==> src/rtl/dram_slot_sequencer_pkg.sv <==
// Shared definitions for the DRAM slot sequencer and the DRAM datapath.
//   PHASE_W      : width of the slot phase counter (8 phases per slot)
//   PHASE_LAST   : final phase of a slot; requests are accepted here
//   slot_state_e : handshake FSM state encoding
//   is_busy()    : true for every state that has an access in flight
package dram_slot_sequencer_pkg;

    localparam int PHASE_W = 3;
    localparam logic [PHASE_W-1:0] PHASE_LAST = 3'd7;

    typedef enum logic [2:0] {
        ST_IDLE   = 3'd0,
        ST_ARMED  = 3'd1,
        ST_ACCESS = 3'd2,
        ST_DONE   = 3'd3,
        ST_HOLD   = 3'd4
    } slot_state_e;

    function automatic logic is_busy(input slot_state_e s);
        return (s != ST_IDLE);
    endfunction

endpackage

==> src/rtl/dram_slot_sequencer_phase_counter.sv <==
// Slot phase counter and video-address slot flag.
//   i_clk   : system clock
//   i_rst_n : asynchronous active-low reset
//   i_ce    : pixel tick enable; the phase only moves on ticks
//   o_phase : current slot phase, 0..7, wraps 7 -> 0
//   o_ce5   : high on odd phases
module dram_phase_counter
    import dram_slot_sequencer_pkg::*;
(
    input  logic               i_clk,
    input  logic               i_rst_n,
    input  logic               i_ce,
    output logic [PHASE_W-1:0] o_phase,
    output logic               o_ce5
);

    logic [PHASE_W-1:0] r_phase;
    logic [PHASE_W-1:0] w_phase_next;
    logic               r_ce5;

    assign w_phase_next = r_phase + PHASE_W'(1);

    // ce5 is loaded from the next phase so it lines up with o_phase in the
    // same clock instead of trailing it by one.
    always_ff @(posedge i_clk or negedge i_rst_n) begin
        if (!i_rst_n) begin
            r_phase <= '0;
            r_ce5   <= 1'b0;
        end else if (i_ce) begin
            r_phase <= w_phase_next;
            r_ce5   <= w_phase_next[0];
        end
    end

    assign o_phase = r_phase;
    assign o_ce5   = r_ce5;

endmodule

==> src/rtl/dram_slot_sequencer.sv <==
// DRAM slot sequencer: hands one CPU access per 8-phase slot to the DRAM,
// producing the read-capture and write strobes inside the slot.
//   clk     : system clock
//   reset_n : asynchronous active-low reset
//   ce      : pixel tick enable; phase advance and strobes are qualified by it
//   cpu_req : level request (4-phase handshake)
//   cpu_wr  : 1 = write, 0 = read; sampled when the request is accepted
//   phase   : current slot phase
//   ce5     : video-address slot (odd phases)
//   ce2Hd2  : read-capture strobe at CAP_PHASE of the access slot
//   ce2Hd3  : write strobe at WR_PHASE of the access slot, writes only
//   ack     : one-clock access-complete pulse
//   busy    : access in flight or handshake not yet returned to idle
//
// state     | meaning
// ----------+-------------------------------------------------------------
// ST_IDLE   | no access; wait for cpu_req on a phase-7 tick
// ST_ARMED  | request accepted, waiting for the phase-0 tick
// ST_ACCESS | slot running; capture at CAP_PHASE, write at WR_PHASE
// ST_DONE   | one clock, drives ack
// ST_HOLD   | wait for cpu_req to drop before another request is accepted
module dram_slot_sequencer
    import dram_slot_sequencer_pkg::*;
#(
    parameter int CAP_PHASE = 1,
    parameter int WR_PHASE  = 2
) (
    input  logic               clk,
    input  logic               reset_n,
    input  logic               ce,
    input  logic               cpu_req,
    input  logic               cpu_wr,
    output logic [PHASE_W-1:0] phase,
    output logic               ce5,
    output logic               ce2Hd2,
    output logic               ce2Hd3,
    output logic               ack,
    output logic               busy
);

    localparam logic [PHASE_W-1:0] CAP_P = PHASE_W'(CAP_PHASE);
    localparam logic [PHASE_W-1:0] WR_P  = PHASE_W'(WR_PHASE);

    slot_state_e        r_state;
    slot_state_e        w_state_next;
    logic               w_accept;
    logic               r_wr;
    logic [PHASE_W-1:0] w_phase;
    logic               w_ce5;

    dram_phase_counter u_phase (
        .i_clk   (clk),
        .i_rst_n (reset_n),
        .i_ce    (ce),
        .o_phase (w_phase),
        .o_ce5   (w_ce5)
    );

    always_ff @(posedge clk or negedge reset_n) begin
        if (!reset_n) begin
            r_state <= ST_IDLE;
        end else begin
            r_state <= w_state_next;
        end
    end

    always_ff @(posedge clk or negedge reset_n) begin
        if (!reset_n) begin
            r_wr <= 1'b0;
        end else if (w_accept) begin
            r_wr <= cpu_wr;
        end
    end

    always_comb begin
        w_state_next = r_state;
        w_accept     = 1'b0;
        case (r_state)
            ST_IDLE: begin
                if (ce && cpu_req && (w_phase == PHASE_LAST)) begin
                    w_state_next = ST_ARMED;
                    w_accept     = 1'b1;
                end
            end
            ST_ARMED: begin
                if (ce && (w_phase == '0)) begin
                    w_state_next = ST_ACCESS;
                end
            end
            ST_ACCESS: begin
                if (ce && (w_phase == WR_P)) begin
                    w_state_next = ST_DONE;
                end
            end
            // DONE lasts exactly one clock regardless of ce so ack stays one clock wide.
            ST_DONE: begin
                w_state_next = ST_HOLD;
            end
            // Holding here while cpu_req stays high keeps a held request from
            // being accepted again at the next phase 7.
            ST_HOLD: begin
                if (!cpu_req) begin
                    w_state_next = ST_IDLE;
                end
            end
            default: begin
                w_state_next = ST_IDLE;
            end
        endcase
    end

    // Strobes decode directly from state, phase and ce so that a reset, which
    // forces IDLE, kills any strobe in the same instant.
    assign ce2Hd2 = ce && (r_state == ST_ACCESS) && (w_phase == CAP_P);
    assign ce2Hd3 = ce && (r_state == ST_ACCESS) && (w_phase == WR_P) && r_wr;
    assign ack    = (r_state == ST_DONE);
    assign busy   = is_busy(r_state);
    assign phase  = w_phase;
    assign ce5    = w_ce5;

endmodule

==> config.mk <==
export PLATFORM = sky130hd
export DESIGN_NAME = dram_slot_sequencer
export DESIGN_NICKNAME = d
export VERILOG_FILES = /design/src/rtl/dram_slot_sequencer_pkg.sv /design/src/rtl/dram_slot_sequencer_phase_counter.sv /design/src/rtl/dram_slot_sequencer.sv
export SDC_FILE = /design/constraint.sdc
export NUM_CORES = 1
export LEC_CHECK = 0
export ABC_AREA = 1
export BUFFER_PORTS_ARGS = -buffer_cell sky130_fd_sc_hd__buf_2
export CAP_MARGIN = 10
export CELL_PAD_IN_SITES_DETAIL_PLACEMENT = 1
export CELL_PAD_IN_SITES_GLOBAL_PLACEMENT = 2
export CORE_UTILIZATION = 26
export DETAILED_ROUTE_END_ITERATION = 8
export HOLD_SLACK_MARGIN = 0.1
export PLACE_DENSITY = 0.81
export SYNTH_ARGS = -nofsm -noshare
export SYNTH_HDL_FRONTEND = slang
export SYNTH_SLANG_ARGS = --single-unit
==> constraint.sdc <==
create_clock -name clk -period 1.4 [get_ports clk]
set_input_delay 0.07 -clock clk [delete_from_list [all_inputs] [get_ports clk]]
set_output_delay 0.07 -clock clk [all_outputs]
set_load 0.01 [all_outputs]
# Yosys cells after proc, flatten, opt, wreduce, memory -nomap -nowiden
# Cells that the tools add are included.
dict set report word_totals {
  input_bits 5
  register_bits 8
  out_inout_bits 8
  elab_cells 35
}
dict set report op_classes {
  n_mux 7
  n_addsub 1
  reduce_logical 12
  eq_ne 11
}
# op n
set op_table {}
lappend op_table {{one-hot mux 3 bit (5 select lines)} 1}
lappend op_table {{two-way mux 3 bit} 4}
lappend op_table {{equality test 3 x 2 -> 1 bit (second input constant)} 3}
lappend op_table {{logical AND 1 bit} 8}
lappend op_table {{inequality test 2 bit (second input constant)} 4}
lappend op_table {{equality test 3 x 1 -> 1 bit (second input constant)} 2}
lappend op_table {{equality test 3 bit (second input constant)} 2}
lappend op_table {{logical NOT 3 bit} 2}
lappend op_table {{AND reduction 4 bit} 1}
lappend op_table {{adder 3 x 1 -> 3 bit (second input constant)} 1}
lappend op_table {{nonzero test 3 bit} 1}
lappend op_table {{two-way mux 1 bit} 2}

# Logic depth before layout (Yosys ltp)
dict set report logic_depth {
  word_depth 4
  ltp_mapped 6
  ltp_nobuf 6
}

# Cells and area by module
# Synthesis repeated with hierarchy kept, for this count alone.
dict set report hier_totals {
  hier_cells 63
  area_unflattened_um2 432.9
}
# mod n_inst area_each_um2 cells_per_inst seq_area_each_um2
set by_module_without_submodules {}
lappend by_module_without_submodules {dram_slot_sequencer 1 292.8 48 100.1}
lappend by_module_without_submodules {dram_phase_counter 1 140.1 15 75.1}

# Worst setup path after synthesis
# Ideal clock, no wire load.
dict set report synth_path {
  kind {register to register}
  from {register u_phase.r_phase[0], in the netlist u_phase.o_phase[0]}
  to {register r_state[1]}
  setup_slack_ps 176
  required_ps 1281
  n_path_buf 0
  setup_time_ps 119
  stages_incl_launch_ff 7
  synth_period_minus_slack_ps 1224
  arrival_time_ps 1105
  cell_sequence {dfrtp_1 -> ha_1 -> ha_1 -> nand4_1 -> nand2_1 -> nand2_1 -> o21ai_2}
}
dict set report synth_via {
  elab_chain_len 4
  elab_cells_between_ends 10
  cone_classes {eq/ne: 5; reduce/logical: 5}
}
# element line_no
set synth_rtl {}
lappend synth_rtl {{from (decl)} dram_slot_sequencer_phase_counter.sv:17} ;# logic [PHASE_W-1:0] r_phase;
lappend synth_rtl {{from (signal assigned)} dram_slot_sequencer_phase_counter.sv:30} ;# r_phase <= w_phase_next;
lappend synth_rtl {{equality test 3 x 2 -> 1 bit, or another cell as far along} dram_slot_sequencer.sv:91} ;# if (ce && (w_phase == WR_P)) begin
lappend synth_rtl {{logical AND 1 bit (on tied branches)} {dram_slot_sequencer.sv:91, dram_slot_sequencer.sv:80, dram_slot_sequencer.sv:86}}
lappend synth_rtl {{inequality test 2 bit (no line)} --}
lappend synth_rtl {{AND reduction 4 bit (no line) (*)} --}
lappend synth_rtl {{to (signal assigned)} dram_slot_sequencer.sv:63} ;# r_state <= w_state_next;
lappend synth_rtl {{to (decl)} dram_slot_sequencer.sv:44} ;# slot_state_e r_state;
# Mark *: on every way between the ends. The rest lies on a longest branch, timed or not.
# A chain may end at the register's enable or synchronous reset.

# Final worst setup path
dict set report layout_path {
  from {register u_phase.r_phase[0], in the netlist u_phase.o_phase[0]}
  to {output port ce2Hd2}
}
dict set report layout_via {
  elab_chain_len 2
}
# element line_no
set layout_rtl {}
lappend layout_rtl {{equality test 3 x 1 -> 1 bit} dram_slot_sequencer.sv:114} ;# assign ce2Hd2 = ce && (r_state == ST_ACCESS) && (w_phase == CAP_P);
lappend layout_rtl {{logical AND 1 bit} dram_slot_sequencer.sv:114}
lappend layout_rtl {{to (decl)} dram_slot_sequencer.sv:35} ;# output logic ce2Hd2,
# No other way between the ends.

==> flow_metrics.env <==
export IMPL_run_status="finished clean"
export IMPL_regArea_um2=176
export IMPL_worst_hold_path_endpoint="r_state[2]"
export IMPL_class_of_the_worst_hold_path="in2reg"
export IMPL_post_drt_wl_per_cell_um=11.4
export IMPL_critPathKind="reg2out"
export IMPL_cp_top_family="flip-flops"
export IMPL_seq_area_frac_synth=0.388
export IMPL_fin_area_um2=579
export IMPL_floorplan_die_height_um=43.7
export IMPL_chipWidth_um=43.7
export IMPL_crit_required_ns=1.33
export IMPL_worstSkewPairLatency_ns=0.25
export IMPL_grt_pass1_vias=445
export IMPL_cts_buffer_depth=2
export IMPL_hold_path_cells=3
export IMPL_mostFrequentLayoutCell="sky130_fd_sc_hd__nand2_1"
export IMPL_start_kind="register"
export IMPL_finalHoldViolCount=0
export IMPL_final_period_utilization=0.943
export IMPL_rsz0062_at_grt="no"
export IMPL_synth_compound_area_frac=0.0803
export IMPL_initial_utilization=0.290
export IMPL_mostFrequentLayoutCells="sky130_fd_sc_hd__nand2_1, sky130_fd_sc_hd__buf_2, sky130_fd_sc_hd__nor2_1"
export IMPL_multiInputGateArea_um2=243
export IMPL_fillCellCount=201
export IMPL_numCtsBuffers=3
export IMPL_power_per_cell_area_nw_per_um2=2170
export IMPL_max_slew_worst_pin_slew_ns=0.237
export IMPL_worst_r2r_path_depth=6
export IMPL_ctsRootBufferMaster="sky130_fd_sc_hd__clkbuf_4"
export IMPL_rows=14
export IMPL_grt_antenna_before_repair=0
export IMPL_worstHoldStart="cpu_req"
export IMPL_timing_critical_path_fanout_max=4
export IMPL_worst_endpoint_arrival_ns=1.25
export IMPL_final_period_minus_worst_setup_slack_ns=1.32
export IMPL_fmax_ghz=0.757
export IMPL_crit_buf_inv=2
export IMPL_global_route_overflow=0
export IMPL_maxSlewHeadroom=0.841
export IMPL_cap_violations=0
export IMPL_dieArea_um2=1910
export IMPL_core_um2=1560
export IMPL_detailed_place_hpwl_um=815
export IMPL_clkSinkCount=7
export IMPL_post_place_cells=84
export IMPL_detailroute_via_count=423
export IMPL_fin_nets=86
export IMPL_drt_initial_drc_count=8
export IMPL_post_synth_inst_count=58
export IMPL_vias_per_cell=4.65
export IMPL_htree_num_levels=1
export IMPL_drt_drc_violations_left=0
export IMPL_critical_path_cell_chain="buf_4 > ha_1 > nand3_1 > nor2_1 > buf_2"
export IMPL_ir_drop_uv=675
export IMPL_synth_simple_area_share=0.283
export IMPL_ys_types=14
export IMPL_dpl_instance_area_um2=517
export IMPL_leakage_nw=0.309
export IMPL_final_setup_skew_ns=0.00302
export IMPL_worst_r2r_setup_slack_ns=0.15
export IMPL_tritoncts="done"
export IMPL_grt_first_pass_wirelength_um=1900
export IMPL_postSynthNetCount=68
export IMPL_stdcell_count=91
export IMPL_boundaryPins=13
export IMPL_synth_area_mux_share=0
export IMPL_postSynthAreaPerCell_um2=7.79
export IMPL_netlist_area_um2=452
export IMPL_gpl_final_weighted_congestion=0.676
export IMPL_slowest_delay_ns=0.41
export IMPL_finalWirelength_um=1040
export IMPL_path_clk_slew_ns=0.06
export IMPL_synthXorXnorAreaFrac=0.0194
export IMPL_grtUsageTotal=0.136
export IMPL_layout_area_overhead_vs_synth_pct=28.3
export IMPL_drtAntennaViolNets=0
export IMPL_port_buffers=12
export IMPL_worst_path_max_delay_cell="sky130_fd_sc_hd__dfrtp_2"
export IMPL_maximum_number_of_pins_on_one_net_before_global_route_repair=10
export IMPL_final_layout_size_suffix_gt1_frac=0.320
export IMPL_synth_top_family_by_area="simple AND/OR/NAND/NOR gates"
export IMPL_worstReg2RegEnd="r_state[1]"
export IMPL_end_kind="primary output"
export IMPL_totalPowerFinal_mw=1.26
export IMPL_setup_tns_ns=0
export IMPL_num_antenna_cells=0
export IMPL_setup_viol_count_final=0
export IMPL_slew_violations=0
export IMPL_synth_seq_cells=7
export IMPL_synthesis_yosys_warnings=0
export IMPL_detail_route_first_pass_iterations=3
export IMPL_synth_fa_ha_area_frac=0.139
export IMPL_r2r_start="u_phase.o_phase[1]"
[power breakdown]
group          leakage [nW]  switching, mW  internal (mW)  total (mW)
logic                 0.207          0.409          0.268       0.677
registers            0.0871         0.0921          0.305       0.397
clock network        0.0150         0.0756          0.109       0.184
total                 0.309          0.577          0.682        1.26
[area by class of cell]
type | instances | area share
inverters | 7 | 0.0454
clock buffers | 4 | 0.0454
multi-input cells | 42 | 0.419
well taps | 16 | 0.0346
repair buffers | 15 | 0.151
flip-flops and latches | 7 | 0.305
[metrics by stage]
stage / hold slack, ns / util / worst slack (ns)
2_1_floorplan: -0.226 / - / 0.176
3_3_place_gp: -0.0801 / 0.331 / 0.164
3_5_place_dp: -0.0774 / 0.331 / 0.140
4_1_cts: 0.111 / 0.361 / 0.0224
5_1_grt: 0.109 / 0.372 / 0.00240
6_report: 0.123 / 0.372 / 0.0794
[metal layers]
metal / track usage / vias up / wire length (um)
li1: - / 216 / -
met1: 0.186 / 198 / 500
met2: 0.203 / 9 / 503
met3: 0.0375 / 0 / 34
met4: 0.0563 / 0 / 0
met5: 0 / - / 0
[sequential cells by signal, summed over array words and instances (netlist names)]
register,cells
r_state,3
r_wr,1
u_phase.o_phase,3
[cell usage after synthesis]
master | number | share of area
sky130_fd_sc_hd__buf_4 | 2 | 0.033
sky130_fd_sc_hd__dfrtp_1 | 7 | 0.39
sky130_fd_sc_hd__ha_1 | 5 | 0.14
sky130_fd_sc_hd__inv_1 | 6 | 0.050
sky130_fd_sc_hd__inv_2 | 1 | 0.0083
sky130_fd_sc_hd__nand2_1 | 13 | 0.11
sky130_fd_sc_hd__nand2_2 | 2 | 0.028
sky130_fd_sc_hd__nand3_1 | 4 | 0.044
sky130_fd_sc_hd__nand4_1 | 2 | 0.028
sky130_fd_sc_hd__nor2_1 | 9 | 0.075
sky130_fd_sc_hd__o21ai_0 | 4 | 0.044
sky130_fd_sc_hd__o21ai_2 | 1 | 0.019
sky130_fd_sc_hd__o21bai_1 | 1 | 0.017
sky130_fd_sc_hd__xor2_1 | 1 | 0.019
[worst min-delay path: stages]
cell,delay [ns]
sky130_fd_sc_hd__buf_2,0.12
sky130_fd_sc_hd__nand3_1,0.08
sky130_fd_sc_hd__o21bai_1,0.06
[how the worst max path moves through the flow]
stage / cells past startpoint / to / from
after floorplan: 6 / r_state[1] / u_phase.o_phase[0]
after global placement: 6 / r_state[1] / u_phase.o_phase[0]
after detailed placement: 6 / r_state[1] / u_phase.o_phase[0]
after CTS: 5 / ce2Hd3 / u_phase.o_phase[0]
after global routing: 6 / ce2Hd3 / r_state[0]
final: 5 / ce2Hd2 / u_phase.o_phase[0]
[cell families (layout without fill, tap and decap cells)]
group	after synthesis	after routing
buffers and inverters	9	26
and+or+nand+nor	30	30
DFF	7	7
AOI/OAI and AO/OA	6	6
adders and majority gates	5	5
xor gates and xnor gates	1	1
[timing repair]
action                                  CTS  global route
hold buffers                              2             0
resized for setup                         0             4
hold endpoints to repair                  8             0
endpoints found under the setup margin    0             2
buffers inserted                          0             1
Note: power is estimated with default switching activity, not from simulation.
